<file path="config.mk">
export PLATFORM = sky130hd
export DESIGN_NAME = div_seq_flat
export DESIGN_NICKNAME = d
export VERILOG_FILES = /design/src/rtl/div_seq_if.sv /design/src/rtl/div_seq.sv /design/src/flat_wrapper.sv
export SDC_FILE = /design/constraint.sdc
export NUM_CORES = 1
export LEC_CHECK = 0
export ABC_AREA = 1
export CAP_MARGIN = 20
export CORE_ASPECT_RATIO = 0.9
export CORE_UTILIZATION = 53
export DETAILED_ROUTE_END_ITERATION = 7
export MAX_ROUTING_LAYER = met4
export PLACE_DENSITY = 0.78
export SKIP_LAST_GASP = 1
export SLEW_MARGIN = 25
export SYNTH_ARGS = -nofsm -noshare
export SYNTH_HDL_FRONTEND = slang
export SYNTH_SLANG_ARGS = --single-unit
</file>
<file path="constraint.sdc">
create_clock -name clock -period 3.8 [get_ports clock]
set_input_delay 0.76 -clock clock [delete_from_list [all_inputs] [get_ports clock]]
set_output_delay 0.76 -clock clock [all_outputs]
set_load 0.01 [all_outputs]
</file>
<file path="src/rtl/div_seq_if.sv">
// -----------------------------------------------------------------------------
// div_seq_if
//
// Purpose: bundles the operand/request and result/status signals of the
// sequential divider so they travel together between the issuing stage and
// the divider.
//
// Signals:
//   a, b    [WIDTH]  dividend / divisor, sampled only on an accepted start
//   sign    1        1 = two's-complement operands, 0 = unsigned
//   start   1        request
//   q, r    [WIDTH]  registered quotient / remainder
//   busy    1        operation in progress
//   ready   1        one-cycle pulse: q/r/dz/ovf were just updated
//   dz      1        last result was a divide by zero
//   ovf     1        last result was signed MIN / -1
//
// Handshake: a request is accepted on a rising clock edge where start=1 and
// either busy=0, or the in-flight operation completes on that same edge
// (ready rises on it). a/b/sign are sampled only on that accepting edge.
// A start presented while busy=1 on any other edge is dropped, not queued.
// The result is announced by ready being high for exactly one cycle, and
// q/r/dz/ovf then hold until the next completion.
//
// Modports:
//   master  issuing side (drives operands, observes results)
//   slave   divider side
// -----------------------------------------------------------------------------
interface div_seq_if #(
  parameter int WIDTH = 32
);
  logic [WIDTH-1:0] a;
  logic [WIDTH-1:0] b;
  logic             sign;
  logic             start;
  logic [WIDTH-1:0] q;
  logic [WIDTH-1:0] r;
  logic             busy;
  logic             ready;
  logic             dz;
  logic             ovf;

  modport master (
    output a, b, sign, start,
    input  q, r, busy, ready, dz, ovf
  );

  modport slave (
    input  a, b, sign, start,
    output q, r, busy, ready, dz, ovf
  );
endinterface

</file>
<file path="src/rtl/div_seq.sv">
// -----------------------------------------------------------------------------
// div_seq
//
// Purpose: radix-2 restoring integer divider for the execute-stage multi-cycle
// unit. Produces one quotient bit per clock on unsigned magnitudes, then
// applies sign correction on the final step. Signed or unsigned mode is
// selected per operation; operands are latched at start so the source
// registers may change while the operation runs.
//
// Ports:
//   clock        in   rising-edge clock
//   resetn       in   asynchronous, active-low reset
//   bus          slave modport of div_seq_if (operands, start, q, r, busy,
//                ready, dz, ovf)
//   dbg_state_o  out  1 while the FSM is in RUN, 0 in IDLE
//
// Timing: start accepted at edge E0; restoring steps at E1..E_WIDTH; results,
// flags and the ready pulse appear after E_WIDTH. busy is high for exactly
// WIDTH cycles regardless of operand values. All outputs come from flops.
// -----------------------------------------------------------------------------
module div_seq #(
  parameter  int WIDTH = 32,
  localparam int CW    = $clog2(WIDTH + 1)
) (
  input  logic      clock,
  input  logic      resetn,
  div_seq_if.slave  bus,
  output logic      dbg_state_o
);

  typedef enum logic {
    S_IDLE = 1'b0,
    S_RUN  = 1'b1
  } state_t;

  localparam logic [CW-1:0]    LAST_CNT = CW'(WIDTH - 1);
  localparam logic [WIDTH-1:0] MIN_VAL  = {1'b1, {(WIDTH-1){1'b0}}};
  localparam logic [WIDTH-1:0] ONES     = {WIDTH{1'b1}};

  // ---------------------------------------------------------------------------
  // State
  // ---------------------------------------------------------------------------
  state_t           state_q,    state_d;
  logic [CW-1:0]    cnt_q,      cnt_d;
  // Partial remainder. It is always below the divisor magnitude between
  // steps, so WIDTH bits hold it; the WIDTH+1-bit shifted value used for the
  // trial subtract is formed combinationally below.
  logic [WIDTH-1:0] rem_q,      rem_d;
  // Shift register: dividend magnitude shifts out of the top while quotient
  // bits shift in at the bottom.
  logic [WIDTH-1:0] quo_q,      quo_d;
  logic [WIDTH-1:0] div_q,      div_d;      // divisor magnitude
  logic [WIDTH-1:0] a_orig_q,   a_orig_d;   // raw dividend for the dz result
  logic             qneg_q,     qneg_d;
  logic             rneg_q,     rneg_d;
  logic             dz_pend_q,  dz_pend_d;
  logic             ovf_pend_q, ovf_pend_d;

  // Architectural outputs
  logic [WIDTH-1:0] q_q,        q_d;
  logic [WIDTH-1:0] r_q,        r_d;
  logic             busy_q,     busy_d;
  logic             ready_q,    ready_d;
  logic             dz_q,       dz_d;
  logic             ovf_q,      ovf_d;

  // ---------------------------------------------------------------------------
  // Operand conditioning (used only on an accepting edge)
  // ---------------------------------------------------------------------------
  logic             a_neg;
  logic             b_neg;
  logic [WIDTH-1:0] a_mag;
  logic [WIDTH-1:0] b_mag;

  assign a_neg = bus.sign & bus.a[WIDTH-1];
  assign b_neg = bus.sign & bus.b[WIDTH-1];
  // Negating MIN yields MIN again, which is the correct unsigned magnitude.
  assign a_mag = a_neg ? -bus.a : bus.a;
  assign b_mag = b_neg ? -bus.b : bus.b;

  // ---------------------------------------------------------------------------
  // One restoring step
  // ---------------------------------------------------------------------------
  logic [WIDTH:0]   rem_shift;
  logic [WIDTH:0]   trial;
  logic             q_bit;
  logic [WIDTH-1:0] rem_step;
  logic [WIDTH-1:0] quo_step;
  logic             last_step;
  logic [WIDTH-1:0] q_fix;
  logic [WIDTH-1:0] r_fix;
  logic             accept;

  assign rem_shift = {rem_q, quo_q[WIDTH-1]};
  assign trial     = rem_shift - {1'b0, div_q};
  // trial[WIDTH] set means the subtraction went negative: restore.
  assign q_bit     = ~trial[WIDTH];
  assign rem_step  = q_bit ? trial[WIDTH-1:0] : rem_shift[WIDTH-1:0];
  assign quo_step  = {quo_q[WIDTH-2:0], q_bit};
  assign last_step = (state_q == S_RUN) && (cnt_q == LAST_CNT);

  // Sign correction on the final step. A zero divisor overrides the natural
  // result so the remainder is the untouched original dividend in both modes.
  assign q_fix = dz_pend_q ? ONES
               : (qneg_q ? -quo_step : quo_step);
  assign r_fix = dz_pend_q ? a_orig_q
               : (rneg_q ? -rem_step : rem_step);

  // A start is taken when idle, or on the completing edge so back-to-back
  // operations run with no bubble.
  assign accept = bus.start && ((state_q == S_IDLE) || last_step);

  // ---------------------------------------------------------------------------
  // Next-state / output logic
  // ---------------------------------------------------------------------------
  always_comb begin
    state_d    = state_q;
    cnt_d      = cnt_q;
    rem_d      = rem_q;
    quo_d      = quo_q;
    div_d      = div_q;
    a_orig_d   = a_orig_q;
    qneg_d     = qneg_q;
    rneg_d     = rneg_q;
    dz_pend_d  = dz_pend_q;
    ovf_pend_d = ovf_pend_q;
    q_d        = q_q;
    r_d        = r_q;
    busy_d     = busy_q;
    ready_d    = 1'b0;
    dz_d       = dz_q;
    ovf_d      = ovf_q;

    case (state_q)
      S_RUN: begin
        rem_d = rem_step;
        quo_d = quo_step;
        cnt_d = cnt_q + 1'b1;
        if (last_step) begin
          q_d     = q_fix;
          r_d     = r_fix;
          dz_d    = dz_pend_q;
          ovf_d   = ovf_pend_q;
          ready_d = 1'b1;
          busy_d  = 1'b0;
          state_d = S_IDLE;
        end
      end
      default: begin
      end
    endcase

    // Loading a new operation overrides the step datapath; the completion
    // above still used the previous operation's latched values.
    if (accept) begin
      quo_d      = a_mag;
      div_d      = b_mag;
      a_orig_d   = bus.a;
      qneg_d     = bus.sign & (bus.a[WIDTH-1] ^ bus.b[WIDTH-1]);
      rneg_d     = a_neg;
      dz_pend_d  = (bus.b == '0);
      ovf_pend_d = bus.sign && (bus.a == MIN_VAL) && (bus.b == ONES);
      rem_d      = '0;
      cnt_d      = '0;
      busy_d     = 1'b1;
      state_d    = S_RUN;
    end
  end

  // ---------------------------------------------------------------------------
  // Registers
  // ---------------------------------------------------------------------------
  always_ff @(posedge clock or negedge resetn) begin
    if (!resetn) begin
      state_q    <= S_IDLE;
      cnt_q      <= '0;
      rem_q      <= '0;
      quo_q      <= '0;
      div_q      <= '0;
      a_orig_q   <= '0;
      qneg_q     <= 1'b0;
      rneg_q     <= 1'b0;
      dz_pend_q  <= 1'b0;
      ovf_pend_q <= 1'b0;
      q_q        <= '0;
      r_q        <= '0;
      busy_q     <= 1'b0;
      ready_q    <= 1'b0;
      dz_q       <= 1'b0;
      ovf_q      <= 1'b0;
    end else begin
      state_q    <= state_d;
      cnt_q      <= cnt_d;
      rem_q      <= rem_d;
      quo_q      <= quo_d;
      div_q      <= div_d;
      a_orig_q   <= a_orig_d;
      qneg_q     <= qneg_d;
      rneg_q     <= rneg_d;
      dz_pend_q  <= dz_pend_d;
      ovf_pend_q <= ovf_pend_d;
      q_q        <= q_d;
      r_q        <= r_d;
      busy_q     <= busy_d;
      ready_q    <= ready_d;
      dz_q       <= dz_d;
      ovf_q      <= ovf_d;
    end
  end

  // ---------------------------------------------------------------------------
  // Outputs
  // ---------------------------------------------------------------------------
  assign bus.q       = q_q;
  assign bus.r       = r_q;
  assign bus.busy    = busy_q;
  assign bus.ready   = ready_q;
  assign bus.dz      = dz_q;
  assign bus.ovf     = ovf_q;
  assign dbg_state_o = (state_q == S_RUN);

endmodule
</file>
<file path="src/flat_wrapper.sv">
// flat-port wrapper written by rule: the top's interface ports become plain ports
module div_seq_flat 
#(
  parameter  int WIDTH = 32,
  localparam int CW    = $clog2(WIDTH + 1)
)
  (clock, resetn, dbg_state_o, bus_a, bus_b, bus_sign, bus_start, bus_q, bus_r, bus_busy, bus_ready, bus_dz, bus_ovf);
  div_seq_if #(.WIDTH(WIDTH)) bus_i ();
  input  logic clock;
  input  logic resetn;
  output logic dbg_state_o;
  input wire logic [$bits(bus_i.a)-1:0] bus_a;
  input wire logic [$bits(bus_i.b)-1:0] bus_b;
  input wire logic [$bits(bus_i.sign)-1:0] bus_sign;
  input wire logic [$bits(bus_i.start)-1:0] bus_start;
  output wire logic [$bits(bus_i.q)-1:0] bus_q;
  output wire logic [$bits(bus_i.r)-1:0] bus_r;
  output wire logic [$bits(bus_i.busy)-1:0] bus_busy;
  output wire logic [$bits(bus_i.ready)-1:0] bus_ready;
  output wire logic [$bits(bus_i.dz)-1:0] bus_dz;
  output wire logic [$bits(bus_i.ovf)-1:0] bus_ovf;
  assign bus_i.a = bus_a;
  assign bus_i.b = bus_b;
  assign bus_i.sign = bus_sign;
  assign bus_i.start = bus_start;
  assign bus_q = bus_i.q;
  assign bus_r = bus_i.r;
  assign bus_busy = bus_i.busy;
  assign bus_ready = bus_i.ready;
  assign bus_dz = bus_i.dz;
  assign bus_ovf = bus_i.ovf;
  div_seq #(.WIDTH(WIDTH)) u_core (.clock(clock), .resetn(resetn), .bus(bus_i), .dbg_state_o(dbg_state_o));
endmodule
</file>
## After elaboration in Yosys (flattened, before gate mapping)

Cells that the tools add are included.

- Flip-flop bits (word level): 207
- Input port bits: 68
- Output and inout port bits: 69
- Word-level logic and storage cells: 62

- $add $sub $neg: 6
- Equal/unequal tests: 3
- Mux-type cells: 21
- Bitwise gates (word level): 6
- Reductions and logical operators: 10

Operators by type and width:

| cell | number |
|---|---|
| $mux W32 | 11 |
| $neg A32 Y32 | 4 |
| $eq A32 B32 Y1 const B | 2 |
| $sub A33 B32 Y33 | 1 |
| $logic_not A32 Y1 | 1 |
| $mux W6 | 2 |
| $mux W1 | 8 |
| $add A6 B1 Y6 const B | 1 |
| $eq A6 B5 Y1 const B | 1 |
| $logic_and A1 B1 Y1 | 4 |
| $reduce_and A2 Y1 | 2 |
| $reduce_bool A2 Y1 | 2 |
| $and A1 B1 Y1 | 3 |
| $not A1 Y1 | 2 |
| $logic_or A1 B1 Y1 | 1 |
| $xor A1 B1 Y1 | 1 |

## Longest topological paths before layout

- Depth after elaboration: 6
- Depth in mapped cells: 29
- Depth with buffers taken out: 27

## Worst setup path before layout

OpenSTA, ideal clock, no wires.

- Path kind: reg2reg
- Start: reg u_core.div_q[0]
- End: reg u_core.q_q[28], in the netlist u_core.bus.q[28]
- Library setup time: 119 ps
- Arrival time: 3,977 ps
- Required time: 3,681 ps
- Slack: -296 ps
- Cell stages (with the launch flop): 29
- Path buffers: 2
- Period minus slack after synthesis: 4,096 ps
- Path through: dfrtp_1 > ha_1 > fa_1 > inv_1 > nand2_1 > nand2_1 > nand3_1 > nand2_1 > nand2_1 > nand2_2 > nand2_4 > nand2_4 > nand2_4 > nand2_4 > buf_6 > buf_4 > ha_1 > nand3_1 > nor3_1 > nand3_1 > nor3_2 > nand4_1 > nor3_1 > nand2_1 > o21ai_1 > o21ai_0 > xor2_1 > o22ai_1 > inv_1

- Word-level cells in the longest chain between the ends: 5

RTL lines:

| what | line | source |
|---|---|---|
| from (decl) | div_seq.sv:52 | `logic [WIDTH-1:0] div_q, div_d;` |
| from (signal assigned) | div_seq.sv:196 | `div_q <= div_d;` |
| $sub A33 B32 Y33 | div_seq.sv:95 | `assign trial = rem_shift - {1'b0, div_q};` |
| $not A1 Y1 | div_seq.sv:97 | `assign q_bit = ~trial[WIDTH];` |
| $neg A32 Y32 | div_seq.sv:105 | `: (qneg_q ? -quo_step : quo_step);` |
| $mux W32 | div_seq.sv:105 |  |
| $mux W32 | div_seq.sv:104 | `assign q_fix = dz_pend_q ? ONES` |
| to (signal assigned) | div_seq.sv:202 | `q_q <= q_d;` |
| to (decl) | div_seq.sv:60 | `logic [WIDTH-1:0] q_q, q_d;` |

No other way between the ends.
A chain may end at the register's enable or synchronous reset.

## Worst setup path after layout

Ends and elaborated chain as after synthesis.

==> key figures <==
Synthesis
  – Register area share after synthesis: 35.91%
  – Share of the synthesized area in the top cell type: 35.91%
  – Top FF cell, synth: dfrtp_1
  – Yosys warning count: 0
  – Number of synthesized flops with an enable pin: 0
  – Biggest area consumer among synthesized cells: dfrtp_1
  – Post-synthesis cell area: 14,420 um^2
  – Mapped Cells: 2,106
  – Ranking of synthesized cells by area: dfrtp_1 (36%), nand2_1 (17%), inv_1 (7.4%), o21ai_0 (5.2%), nor2_1 (4.6%)
  – Seq cells post-synth: 207
  – Net Count, Synth: 2,213
  – Fraction of registers with async set/reset: 100.0%
  – Mean area per synthesized cell: 6.849 um^2
  – Unique cell type count in the Yosys netlist: 56

Status
  – Failing checks: negative setup slack
  – Status: finished with violations

Clocking
  – Buffer depth of the longest clock path: 3
  – # hold bufs at CTS: 0
  – Number of buffers created by CTS: 23
  – H-tree depth: 1
  – CTS tree: yes
  – CTS sink count: 207
  – CTS Root Cell: clkbuf_16
  – Worst-skew pair later-pin latency: 530 ps
  – Clock Pin Slew Worst Setup and Hold Paths: 60 ps

GRT
  – Number of global-route vias before repair: 14,404
  – Gr ovfl total: 0
  – First-pass GRT wire length: 75,690 um
  – Tot GR Track Use: 35.74%
  – Largest net degree at the start of global routing: 83
  – Initial antenna violation count: 7

Critical path
  – CP Capture Type: register
  – CP arrival: 4320 ps
  – WS Path Type: register to register
  – Worst-path maximum fanout: 3
  – CP Launch Type: register
  – Worst Path Required: 4200 ps

Route
  – Drt first-iter violations: 1,506
  – M1 WL: 21,940 um
  – Top layer in use: met4
  – Post-DR wirelength/cell: 17.82 um
  – Routed Antenna Nets: 0
  – DRC violation count after routing: 0
  – Vias/cell: 5.620
  – Met3 routed WL: 4002 um
  – Final Routed Wirelength: 48,240 um
  – Met2 wire length: 20,630 um
  – 1st-pass router iterations: 8
  – Via count: 15,213

Place
  – DP HPWL: 36,700 um
  – PortBufs: 136
  – Placer congestion estimate: 0.9800
  – Dpl cell area: 16,980 um^2

Hold path
  – Worst Hold Class: input pin to async pin

Die
  – DIE WIDTH: 175.9 um
  – Site Rows: 56
  – Initial Util: 54.60%
  – Core Area: 26,420 um^2
  – I/O pin total: 137
  – Die H: 158.5 um
  – Die ar.: 27,880 um^2

Timing
  – Final hold vios: 0
  – Post-layout min period: 3921 ps
  – Worst slew pin tran: 1035 ps
  – Setup TNS: -389.2 ps
  – Fin crit share: 103.2%
  – Setup-failing EPs final: 4
  – Slew Limit Headroom: 30.95%
  – Worst setup margin: -120.6 ps
  – Unrepaired setup endpoints after global routing: true
  – Max-slew violations: 0
  – Setup Skew: 22.17 ps
  – Fmax: 0.2551 GHz
  – Hold Worst Slack: 233.6 ps

Layout
  – Util after Layout: 67.84%
  – Post-route cell area: 17,920 um^2
  – Final nets: 2,447
  – Area Growth Syn to Fin: 24.25%
  – Share of cells above drive strength 1: 11.58%

Job
  – MaxCap Viol Count: 0

Pwr
  – Pwr dens: 1150 nW/um^2
  – Max rail drop VDD: 0.5710 mV
  – Overall Power: 20.61 mW
  – Leak pwr: 8.879 nW
==> stage by stage <==
step	std cells	setup WS (ps)
5_1_grt	2707	-358.4
2_1_floorplan	2106	-111.5
3_5_place_dp	2656	-247.2
4_1_cts	2699	0.6728
3_3_place_gp	2656	-105.5
6_report	2707	-120.6
==> power by group <==
group	total [mW]	internal [mW]	leakage (nW)	switching (mW)
Sequential	4.15	3.31	2.48	0.836
Combinational	14.2	5.53	6.02	8.65
Clock	2.29	1.33	0.375	0.956
Total	20.6	10.2	8.88	10.4
==> path summary, 6_finish.rpt <==
kind / from / endpoint / slack, ps / cells after the start
worst max-delay path: u_core.div_q[0] / u_core.bus.q[28] / -120 / 26
worst min-delay path: resetn / u_core.quo_q[25] / 230 / 1
worst max register to register: u_core.div_q[0] / u_core.bus.q[28] / -120 / 26
worst min register to register: u_core.bus.r[25] / u_core.bus.r[25] / 480 / 2
max in group asynchronous: resetn / u_core.rem_q[21] / 2680 / 2
min in group clock: u_core.bus.r[25] / u_core.bus.r[25] / 480 / 2
==> synthesized netlist by cell type, types with 4 or more instances <==
master    instances
a21o_1            4
a21oi_1          77
a31oi_1           9
buf_2             4
clkbuf_1         57
dfrtp_1         207
ha_1             38
inv_1           284
inv_2             5
nand2_1         637
nand2_2          21
nand2_4           9
nand3_1         103
nand3b_1          6
nand4_1          24
nor2_1          175
nor2_2           10
nor3_1           36
nor4_1           13
o211ai_1         17
o21ai_0         150
o21ai_1          19
o21ai_2           4
o21bai_1          5
o221ai_1         10
o22a_1           12
o22ai_1          49
xnor2_1          28
xor2_1           47
==> routing by layer <==
metal / track usage [%] / vias to the layer above
met5: - / -
met4: 11.97 / 0
met3: 5.540 / 113
met2: 52.96 / 678
met1: 49.82 / 7112
li1: - / 7310
==> area by class of cell <==
class	instances	area, um^2
antenna	2	5.005
clock buffer	32	649.4
clock inverter	10	106.4
fill	2351	8494
inverter	290	1089
multi-input combinational	1542	8020
sequential	207	5180
tap	348	435.4
timing repair buffer	276	2436
==> state kept, by name (all words and copies together), names as in the netlist <==
name,flops
u_core.rneg_q,1
u_core.cnt_q,6
u_core.bus.dz,1
u_core.quo_q,32
u_core.ovf_pend_q,1
u_core.bus.busy,1
u_core.a_orig_q,32
u_core.dz_pend_q,1
u_core.bus.ovf,1
u_core.rem_q,32
u_core.bus.q,32
u_core.div_q,32
u_core.dbg_state_o,1
u_core.qneg_q,1
u_core.bus.r,32
u_core.bus.ready,1
==> worst max-delay path, cell delays in order (launching register included) <==
cell     delay [ps]
dfrtp_1         420
ha_4            180
fa_2            380
inv_2            70
nand2_2          50
nand2_2          80
nand3_2          60
nand2_2          90
nand2_2          50
nand2_2          80
nand2_4          70
nand2_4          80
nand2_4          70
nand2_8         100
ha_4            150
nand3_4          70
nor3_4          220
nand3_2         140
nor3_4          200
nand4_1         240
nor3_4          320
nand2_2          90
o21ai_2         170
o21ai_1         100
xor2_1          160
o22ai_1         100
inv_1            60
==> layout by cell type, fill, tap and decap left out, drive strengths merged, types with 8 or more instances in the layout <==
cell and n:
a21oi 80, a31oi 9, buf 140, clkbuf 33, clkdlybuf4s50 135, clkinv 8
dfrtp 207, ha 38, inv 289, nand2 669, nand3 106, nand4 24
nor2 186, nor3 38, nor4 13, o211ai 17, o21ai 175, o221ai 10
o22a 12, o22ai 49, xnor2 28, xor2 47
==> kinds of logic (layout without fill, tap and decap cells) <==
| family | after synthesis | count (layout) | synth area share [%] |
|---|---|---|---|
| AO/OA/AOI/OAI | 380 | 380 | 15.61 |
| flip-flops | 207 | 207 | 35.91 |
| AND/OR/NAND/NOR | 1047 | 1048 | 30.79 |
| XOR/XNOR | 75 | 75 | 4.554 |
| buffers and inverters | 358 | 608 | 9.698 |
| other | 0 | 2 | 0 |
| adder cells (fa/ha/maj) | 39 | 39 | 3.435 |
==> what timing repair did <==
item / CTS / global route
pin swaps: 4 / 14
cloned: 0 / 1
buffers inserted: 1 / 5
setup endpoints to repair: 16 / 30
resized for setup: 4 / 24
No activity file was read; power rests on OpenSTA's default activity.
==> RTL edit: new RTL, config.mk and constraints unchanged <==
`WIDTH` is set to 32 in 3 places; all go to 16.
--- a/src/rtl/div_seq_if.sv
+++ b/src/rtl/div_seq_if.sv
@@ -27,7 +27,7 @@
 //   slave   divider side
 // -----------------------------------------------------------------------------
 interface div_seq_if #(
-  parameter int WIDTH = 32
+  parameter int WIDTH = 16
 );
   logic [WIDTH-1:0] a;
   logic [WIDTH-1:0] b;
--- a/src/rtl/div_seq.sv
+++ b/src/rtl/div_seq.sv
@@ -19,7 +19,7 @@
 // WIDTH cycles regardless of operand values. All outputs come from flops.
 // -----------------------------------------------------------------------------
 module div_seq #(
-  parameter  int WIDTH = 32,
+  parameter  int WIDTH = 16,
   localparam int CW    = $clog2(WIDTH + 1)
 ) (
   input  logic      clock,
--- a/src/flat_wrapper.sv
+++ b/src/flat_wrapper.sv
@@ -1,7 +1,7 @@
 // flat-port wrapper written by rule: the top's interface ports become plain ports
 module div_seq_flat 
 #(
-  parameter  int WIDTH = 32,
+  parameter  int WIDTH = 16,
   localparam int CW    = $clog2(WIDTH + 1)
 )
   (clock, resetn, dbg_state_o, bus_a, bus_b, bus_sign, bus_start, bus_q, bus_r, bus_busy, bus_ready, bus_dz, bus_ovf);
Ports: changed (resized bus_a, bus_b, bus_q and bus_r); port bits go from 137 to 73. The function was not compared with the original's and may differ.
==> RTL edit against the original RTL <==
- the run ends with DRC left
- combinational power shrank 58%
- cell area shrank 53%
- via count shrank 54%
- global-route usage shrank 5.3 points
- sequential cell count shrank 97
- critical path depth shrank 2
- power shrank 55%
- wire length shrank 59%
- core utilization shrank 4.2 points
- worst setup slack gained 0.42 ns
- worst hold slack gained 0.24 ns
- synthesized cell count shrank 52%
- area after synthesis shrank 49%
- critical path type unchanged
- critical endpoint is now u_core.bus.q[14]
==> RTL edit: results (changes against the original RTL) <==
status -> finished with violations
failing checks -> DRC
fin crit period -> 3.50 ns (-0.420 ns)
Rel. slew slack -> 34.9% (+4.0 points)
RR Startpoint -> u_core.quo_q[15]
FF-to-FF path depth -> 24 (-7.7%)
GR met2 Demand/Resource -> 44.8% (-8.2 points)
Synth Area in Compound Gates -> 14.5% (-1.2 points)
clk buf depth -> 2 (-1)
Synth cell types -> 48 (-14%)
critical path arrival -> 3.80 ns (-0.52 ns)
drt first-iter violations -> 496 (-67%)
postcts setup bufs -> 0 (-1)
Reg2Reg Setup Slack -> 0.30 ns (+0.42 ns)
met3 Resource Use GR -> 4.82% (-0.72 points)
Initial Utilization -> 54.5% (-0.063 points)
DRC -> 3 (+3)
Met1 Routed Length -> 9280 µm (-58%)
GRT Util Overall -> 30.4% (-5.3 points)
port buffer count -> 72 (-47%)
largest cells by area after synthesis -> dfrtp_1, nand2_1, inv_1, o21ai_0, nand3_1
Synth Area in Adders -> 4.22% (+0.79 points)
gpl congestion -> 0.952 (-2.9%)
WL/cell -> 15.9 µm (-11%)
DRT Wirelength -> 19800 µm (-59%)
first-pass GRT wire length -> 32500 µm (-57%)
Seq/Total Area, Yosys -> 37.8% (+1.9 points)
via/cell ratio -> 5.57 (-0.91%)
top cells by count, synth -> nand2_1, inv_1, dfrtp_1
dpl cells -> 1229 (-54%)
TritonCTS Buffers -> 9 (-61%)
Clk Latency, worst-skew pair -> 0.37 ns (-0.16 ns)
layout cell share with drive strength beyond 1 -> 8.08% (-3.5 points)
vias in the first global route -> 6337 (-56%)
number of antenna diodes -> 0 (-2)
WL met3 -> 1420 µm (-65%)
met2 wire len -> 8700 µm (-58%)
Layout Skew -> 0.0150 ns (-0.00721 ns)
post-synthesis xor/xnor area fraction -> 2.88% (-1.7 points)
final hold slack -> 0.478 ns (+0.244 ns)
-- RTL edit: changes by cell type after synthesis, sizes merged, moves of 33 or more --
cell,change
nor2,-106
nand3,-37
dfrtp,-97
nand2,-370
o22ai,-33
o21ai,-85
a21oi,-43
inv,-138
-- RTL edit: layout make-up --
| class | instances | area, µm² |
|---|---|---|
| fill | 1218 | 4860 |
| clock buffer | 11 | 253 |
| multi-input combinational | 716 | 3820 |
| tap | 168 | 210 |
| sequential | 110 | 2750 |
| clock inverter | 5 | 88.8 |
| inverter | 152 | 571 |
| timing repair buffer | 83 | 813 |
-- RTL edit: power by group through the flow --
stage	sequential (µW)	clock [µW]	combinational [µW]
4_1_cts	2210	1100	5990
3_5_place_dp	2220	0	5960
6_report	2220	1090	6020
3_3_place_gp	2210	0	5830
2_1_floorplan	2140	0	4490
5_1_grt	2280	1140	6800
